File: config.mk
export PLATFORM = sky130hd
export DESIGN_NAME = lbdr_dr
export DESIGN_NICKNAME = d
export VERILOG_FILES = /design/src/rtl/lbdr_dr.sv
export SDC_FILE = /design/constraint.sdc
export NUM_CORES = 1
export LEC_CHECK = 0
export ABC_AREA = 1
export CAP_MARGIN = 20
export CORE_MARGIN = 2
export CORE_UTILIZATION = 49
export DETAILED_ROUTE_END_ITERATION = 7
export GPL_TIMING_DRIVEN = 0
export PLACE_DENSITY = 0.92
export RECOVER_POWER = 50
export SLEW_MARGIN = 10
export SYNTH_ARGS = -nofsm -noshare
export SYNTH_HDL_FRONTEND = slang
export SYNTH_SLANG_ARGS = --single-unit
File: constraint.sdc
create_clock -name clk -period 2.77 [get_ports clk]
set_input_delay 0.554 -clock clk [delete_from_list [all_inputs] [get_ports clk]]
set_output_delay 0.554 -clock clk [all_outputs]
set_load 0.05 [all_outputs]
File: src/rtl/lbdr_dr.sv
// Logic-Based Distributed Routing unit with deroute fallback.
// Computes a one-hot output-port request for each packet header using the
// active Rxy/Cx/dr configuration. Runtime reconfiguration goes through a
// shadow register and takes effect only between packets.
module lbdr_dr #(
  parameter int              AXIS      = 4,
  parameter int              FT_W      = 3,
  parameter logic [FT_W-1:0] HDR_CODE  = 3'b001,
  parameter logic [FT_W-1:0] TAIL_CODE = 3'b100
) (
  input  logic            clk,
  input  logic            rst,
  input  logic            empty,
  input  logic [FT_W-1:0] flit_type,
  input  logic [AXIS-1:0] dst_addr,
  input  logic            flit_rd,
  input  logic [7:0]      Rxy_rst,
  input  logic [3:0]      Cx_rst,
  input  logic [1:0]      dr_rst,
  input  logic [AXIS-1:0] cur_addr_rst,
  input  logic            cfg_we,
  input  logic [7:0]      cfg_Rxy,
  input  logic [3:0]      cfg_Cx,
  input  logic [1:0]      cfg_dr,
  output logic [4:0]      req,
  output logic            route_valid,
  output logic            drop,
  output logic            route_err,
  output logic            cfg_pending
);

  localparam int HW = AXIS / 2;

  typedef enum logic [1:0] {IDLE, ROUTE, DROP} state_t;

  state_t          state;

  // Active configuration. Bit layouts:
  //   rxy = {Rsw,Rse,Rws,Rwn,Res,Ren,Rnw,Rne}
  //   cx  = {Cs,Cw,Ce,Cn}; dr codes 0=N,1=E,2=W,3=S share the cx bit index.
  logic [7:0]      rxy;
  logic [3:0]      cx;
  logic [1:0]      dr;
  logic [AXIS-1:0] cur_addr;

  // Shadow configuration waiting for the next packet boundary.
  logic [7:0]      shadow_rxy;
  logic [3:0]      shadow_cx;
  logic [1:0]      shadow_dr;

  logic [HW-1:0]   x_cur, y_cur, x_dst, y_dst;
  logic            n1, s1, e1, w1;
  logic            cand_l, cand_n, cand_e, cand_w, cand_s;
  logic [4:0]      sel_req;
  logic            routable;
  logic            hdr_head;
  logic            hdr_accept;
  logic            tail_read;
  logic            apply_cfg;

  assign x_cur = cur_addr[HW-1:0];
  assign y_cur = cur_addr[AXIS-1:HW];
  assign x_dst = dst_addr[HW-1:0];
  assign y_dst = dst_addr[AXIS-1:HW];

  assign n1 = y_dst < y_cur;
  assign s1 = y_cur < y_dst;
  assign e1 = x_cur < x_dst;
  assign w1 = x_dst < x_cur;

  // Minimal-path candidates: straight moves need only connectivity, diagonal
  // moves additionally need the matching turn bit.
  assign cand_n = ((n1 & ~e1 & ~w1) | (n1 & e1 & rxy[0]) | (n1 & w1 & rxy[1])) & cx[0];
  assign cand_e = ((e1 & ~n1 & ~s1) | (e1 & n1 & rxy[2]) | (e1 & s1 & rxy[3])) & cx[1];
  assign cand_w = ((w1 & ~n1 & ~s1) | (w1 & n1 & rxy[4]) | (w1 & s1 & rxy[5])) & cx[2];
  assign cand_s = ((s1 & ~e1 & ~w1) | (s1 & e1 & rxy[6]) | (s1 & w1 & rxy[7])) & cx[3];
  assign cand_l = ~n1 & ~s1 & ~e1 & ~w1;

  assign hdr_head   = ~empty & (flit_type == HDR_CODE);
  assign hdr_accept = (state == IDLE) & hdr_head;
  assign tail_read  = flit_rd & ~empty & (flit_type == TAIL_CODE);
  // Config may change only between packets, and never under a header being
  // routed with the current values.
  assign apply_cfg  = (cfg_pending | cfg_we) & (state == IDLE) & ~hdr_head;

  // Priority select L > N > E > W > S, falling back to the deroute port.
  always_comb begin
    // NOTE: every output of a combinational block gets a default first so no
    // path leaves it unassigned, which would infer a latch.
    sel_req  = '0;
    routable = 1'b1;
    if (cand_l)      sel_req[4]  = 1'b1;
    else if (cand_n) sel_req[0]  = 1'b1;
    else if (cand_e) sel_req[1]  = 1'b1;
    else if (cand_w) sel_req[2]  = 1'b1;
    else if (cand_s) sel_req[3]  = 1'b1;
    else if (cx[dr]) sel_req[dr] = 1'b1;
    else             routable    = 1'b0;
  end

  // Configuration registers: reset load, shadow capture and deferred apply.
  always_ff @(posedge clk) begin
    // NOTE: sequential state uses non-blocking assignments so every register
    // samples pre-edge values regardless of statement order.
    if (rst) begin
      rxy         <= Rxy_rst;
      cx          <= Cx_rst;
      dr          <= dr_rst;
      cur_addr    <= cur_addr_rst;
      shadow_rxy  <= '0;
      shadow_cx   <= '0;
      shadow_dr   <= '0;
      cfg_pending <= 1'b0;
    end else begin
      if (cfg_we) begin
        shadow_rxy <= cfg_Rxy;
        shadow_cx  <= cfg_Cx;
        shadow_dr  <= cfg_dr;
      end
      if (apply_cfg) begin
        // A write landing on the apply edge is the newest value, so it wins.
        rxy         <= cfg_we ? cfg_Rxy : shadow_rxy;
        cx          <= cfg_we ? cfg_Cx  : shadow_cx;
        dr          <= cfg_we ? cfg_dr  : shadow_dr;
        cfg_pending <= 1'b0;
      end else if (cfg_we) begin
        cfg_pending <= 1'b1;
      end
    end
  end

  // Packet FSM with registered request outputs; route_err is sticky.
  always_ff @(posedge clk) begin
    if (rst) begin
      state       <= IDLE;
      req         <= '0;
      route_valid <= 1'b0;
      drop        <= 1'b0;
      route_err   <= 1'b0;
    end else begin
      case (state)
        IDLE: begin
          req         <= '0;
          route_valid <= 1'b0;
          drop        <= 1'b0;
          if (hdr_accept) begin
            if (routable) begin
              req         <= sel_req;
              route_valid <= 1'b1;
              state       <= ROUTE;
            end else begin
              drop      <= 1'b1;
              route_err <= 1'b1;
              state     <= DROP;
            end
          end
        end
        ROUTE, DROP: begin
          if (tail_read) begin
            req         <= '0;
            route_valid <= 1'b0;
            drop        <= 1'b0;
            state       <= IDLE;
          end
        end
        default: begin
          req         <= '0;
          route_valid <= 1'b0;
          drop        <= 1'b0;
          state       <= IDLE;
        end
      endcase
    end
  end

endmodule

==> metrics.yaml <==
grt:
  grt_pass1_vias: 1752
  overflow: 0
  antenna_found_initial: 0
  grt_usage_pct: 18.9
  grt_max_degree: 15
  grt_pass1_wl_um: 7420
timing:
  hold_ws_ns: 0.465
  finalMaxSlewViolations: 0
  slew_headroom_pct: 66.6
  setup_viol: 0
  tightestPinTransition_ns: 0.500
  skew_ns: 0.00986
  fin_setup_tns_ns: 0
  min_period_ns: 2.48
  hold_viol_final: 0
  rsz0062_at_grt: "no"
  min_period_over_period_pct: 89.4
  clock.fmax_mhz: 404
synthesis:
  synth_area_leaders: "edfxtp_1 (26%), dfxtp_1 (24%), nand2_1 (7.8%)"
  synth_seq_cells: 43
  synth_nets: 308
  synth.cell_area_sq_um: 2110
  synthArstFlopShare_pct: 0
  netlist.area_leader.share_pct: 25.6
  yosys.area.top_type: "edfxtp_1"
  netlist_top_cells_count: "nand2_1 (44), nor2_1 (44), inv_1 (34), o21ai_0 (26), dfxtp_1 (25)"
  synth_edf_count: 18
  ys_seq_area_share_pct: 49.2
  yosysWarnings: 0
  ys.flop_type: "dfxtp_1"
  syn_area_per_cell_sq_um: 8.16
  synthCells: 259
  yosys.cell_types.count: 22
clocking:
  cts_made_buffers: 5
  htreeDepth: 2
  clkTransAtPathRegs_ns: 0.07
  cts_resized: 0
  clockRootBuffer: "clkbuf_8"
  cts_setup_buffers: 0
  clock_path_buffers: 2
  hold_buffers: 0
  cts_tree: "done"
  cts.sinks: 43
  insertion_delay_ns: 0.30
pwr:
  peakVddDrop_mv: 0.392
  p_leak_uw: 0.00128
  power_density_nw_per_um2: 557
die:
  dieHeight_um: 69.7
  rows: 23
  core_region_area_sq_um: 4090
  die_w_um: 69.7
  ios: 53
  start_util_pct: 51.7
  dieArea_sq_um: 4860
setup_path:
  r2r_slack_ns: 1.03
  crit_top_cell: "clkbuf_1"
  arrival_ns: 2.47
  critPathMaxFanout: 12
  worstPathRequired_ns: 2.77
  cp-end-kind: "flip-flop"
  critPathMaxStageDelay_ns: 0.65
  cp_cell_sequence: "dlygate4sd3_1 -> clkbuf_1 -> inv_1 -> clkbuf_1 -> o21ai_1 -> buf_4"
  crit_family: "buffers and inverters"
  worst-path-buf-inv: 5
  critPathLaunchType: "input pin"
  crit_type: "input pin to flip-flop"
  cpMaxStageDelayCell: "dlygate4sd3_1"
place:
  place_area_sq_um: 2700
  io_buffers: 51
  place.gp.congestion: 0.819
  dp_hpwl_um: 3310
detailed_routing:
  totalWireLength_um: 4230
  firstDrtPassIters: 4
  detail-route-antenna-nets: 0
  viasPerCell: 4.91
  first_iter_violations: 68
  post_drt_wl_per_cell_um: 11.5
  vias: 1810
  drc: 0
outcome:
  status: "complete, no violations"
final_layout:
  drive_above_1_share_pct: 12.2
  fin_util_pct: 69.2
  diodes: 0
  finalInstanceArea_sq_um: 2830
  fin_nets: 367
  syn_to_final_growth_pct: 33.7
min_path:
  hold_path.class: "flip-flop to flip-flop"
flow_run:
  cap_violations: 0
## layer usage
metal  global-route usage (%)  vias up  routed length [um]
met2                     33.3       55                2140
met1                     21.6      794                1800
met3                     4.94        9                 228
met5                        0        -                   0
li1                         -      952                   -
met4                     8.33        0                  66
## registers in the layout, summed over array words and instances (netlist names)
name and cells:
dr 2, shadow_dr 2, state 2, req 5, cx 4, cfg_pending 1
rxy 8, drop 1, route_err 1, shadow_cx 4, route_valid 1, shadow_rxy 8
cur_addr 4
## placed cells by master (no fill, tap or decap), types with 5 or more instances in the layout
cell type        Yosys  routed
nor2_1              44      44
nand2_1             44      44
clkdlybuf4s50_1      0      37
inv_1               34      34
o21ai_0             26      25
dfxtp_1             25      25
edfxtp_1            18      18
dlygate4sd3_1        0      14
a21oi_1             11      11
nand3_2             10      10
clkbuf_1             7       7
nand2_2              6       6
nand3_1              6       6
ha_1                 5       5
clkbuf_8             0       5
## area by class of cell
type | instances | area [sq um]
clock buffer | 6 | 93.8
fill | 303 | 1260
clock inverter | 2 | 37.5
sequential | 43 | 1040
multi-input combinational | 173 | 912
tap | 50 | 62.6
timing repair buffer | 52 | 518
inverter | 36 | 135
buffer | 7 | 26.3
## worst min-delay path, delay by kind of cell, from the launching register on
family / cells / cell delay [ns]
flip-flops: 1 / 0.31
AND/OR/NAND/NOR: 2 / 0.12
## worst paths after layout
path / cells past startpoint / to / startpoint
max: 6 / rxy[7]$_DFFE_PP_ / rst
min: 2 / shadow_cx[3]$_SDFF_PP0_ / shadow_cx[3]$_SDFF_PP0_
min reg2reg: 2 / shadow_cx[3]$_SDFF_PP0_ / shadow_cx[3]$_SDFF_PP0_
max reg2reg: 11 / req[1]$_SDFFE_PP0P_ / cur_addr[1]$_DFFE_PP_
## power by group
| group | switching, uW | internal [uW] |
|---|---|---|
| Combinational | 176 | 132 |
| Clock | 214 | 323 |
| Sequential | 18.3 | 712 |
| Total | 409 | 1170 |
## metrics by stage
stage | total power, uW | cells | setup WS (ns)
after floorplan | 943 | 259 | 0.419
after global placement | 1040 | 360 | -0.224
after detailed placement | 1050 | 361 | 0.0545
after CTS | 1590 | 369 | 0.365
after global routing | 1650 | 369 | 0.158
final | 1580 | 369 | 0.294
## cell families (layout without fill, tap and decap cells)
family	count (synthesis)	count (layout)	share of synthesized area [%]
AO/OA/AOI/OAI	43	43	10.7
adder cells (fa/ha/maj)	5	5	2.96
buffers and inverters	43	103	7.63
flip-flops	43	43	49.2
AND/OR/NAND/NOR	125	125	29.5
No activity file was read; power rests on OpenSTA's default activity.
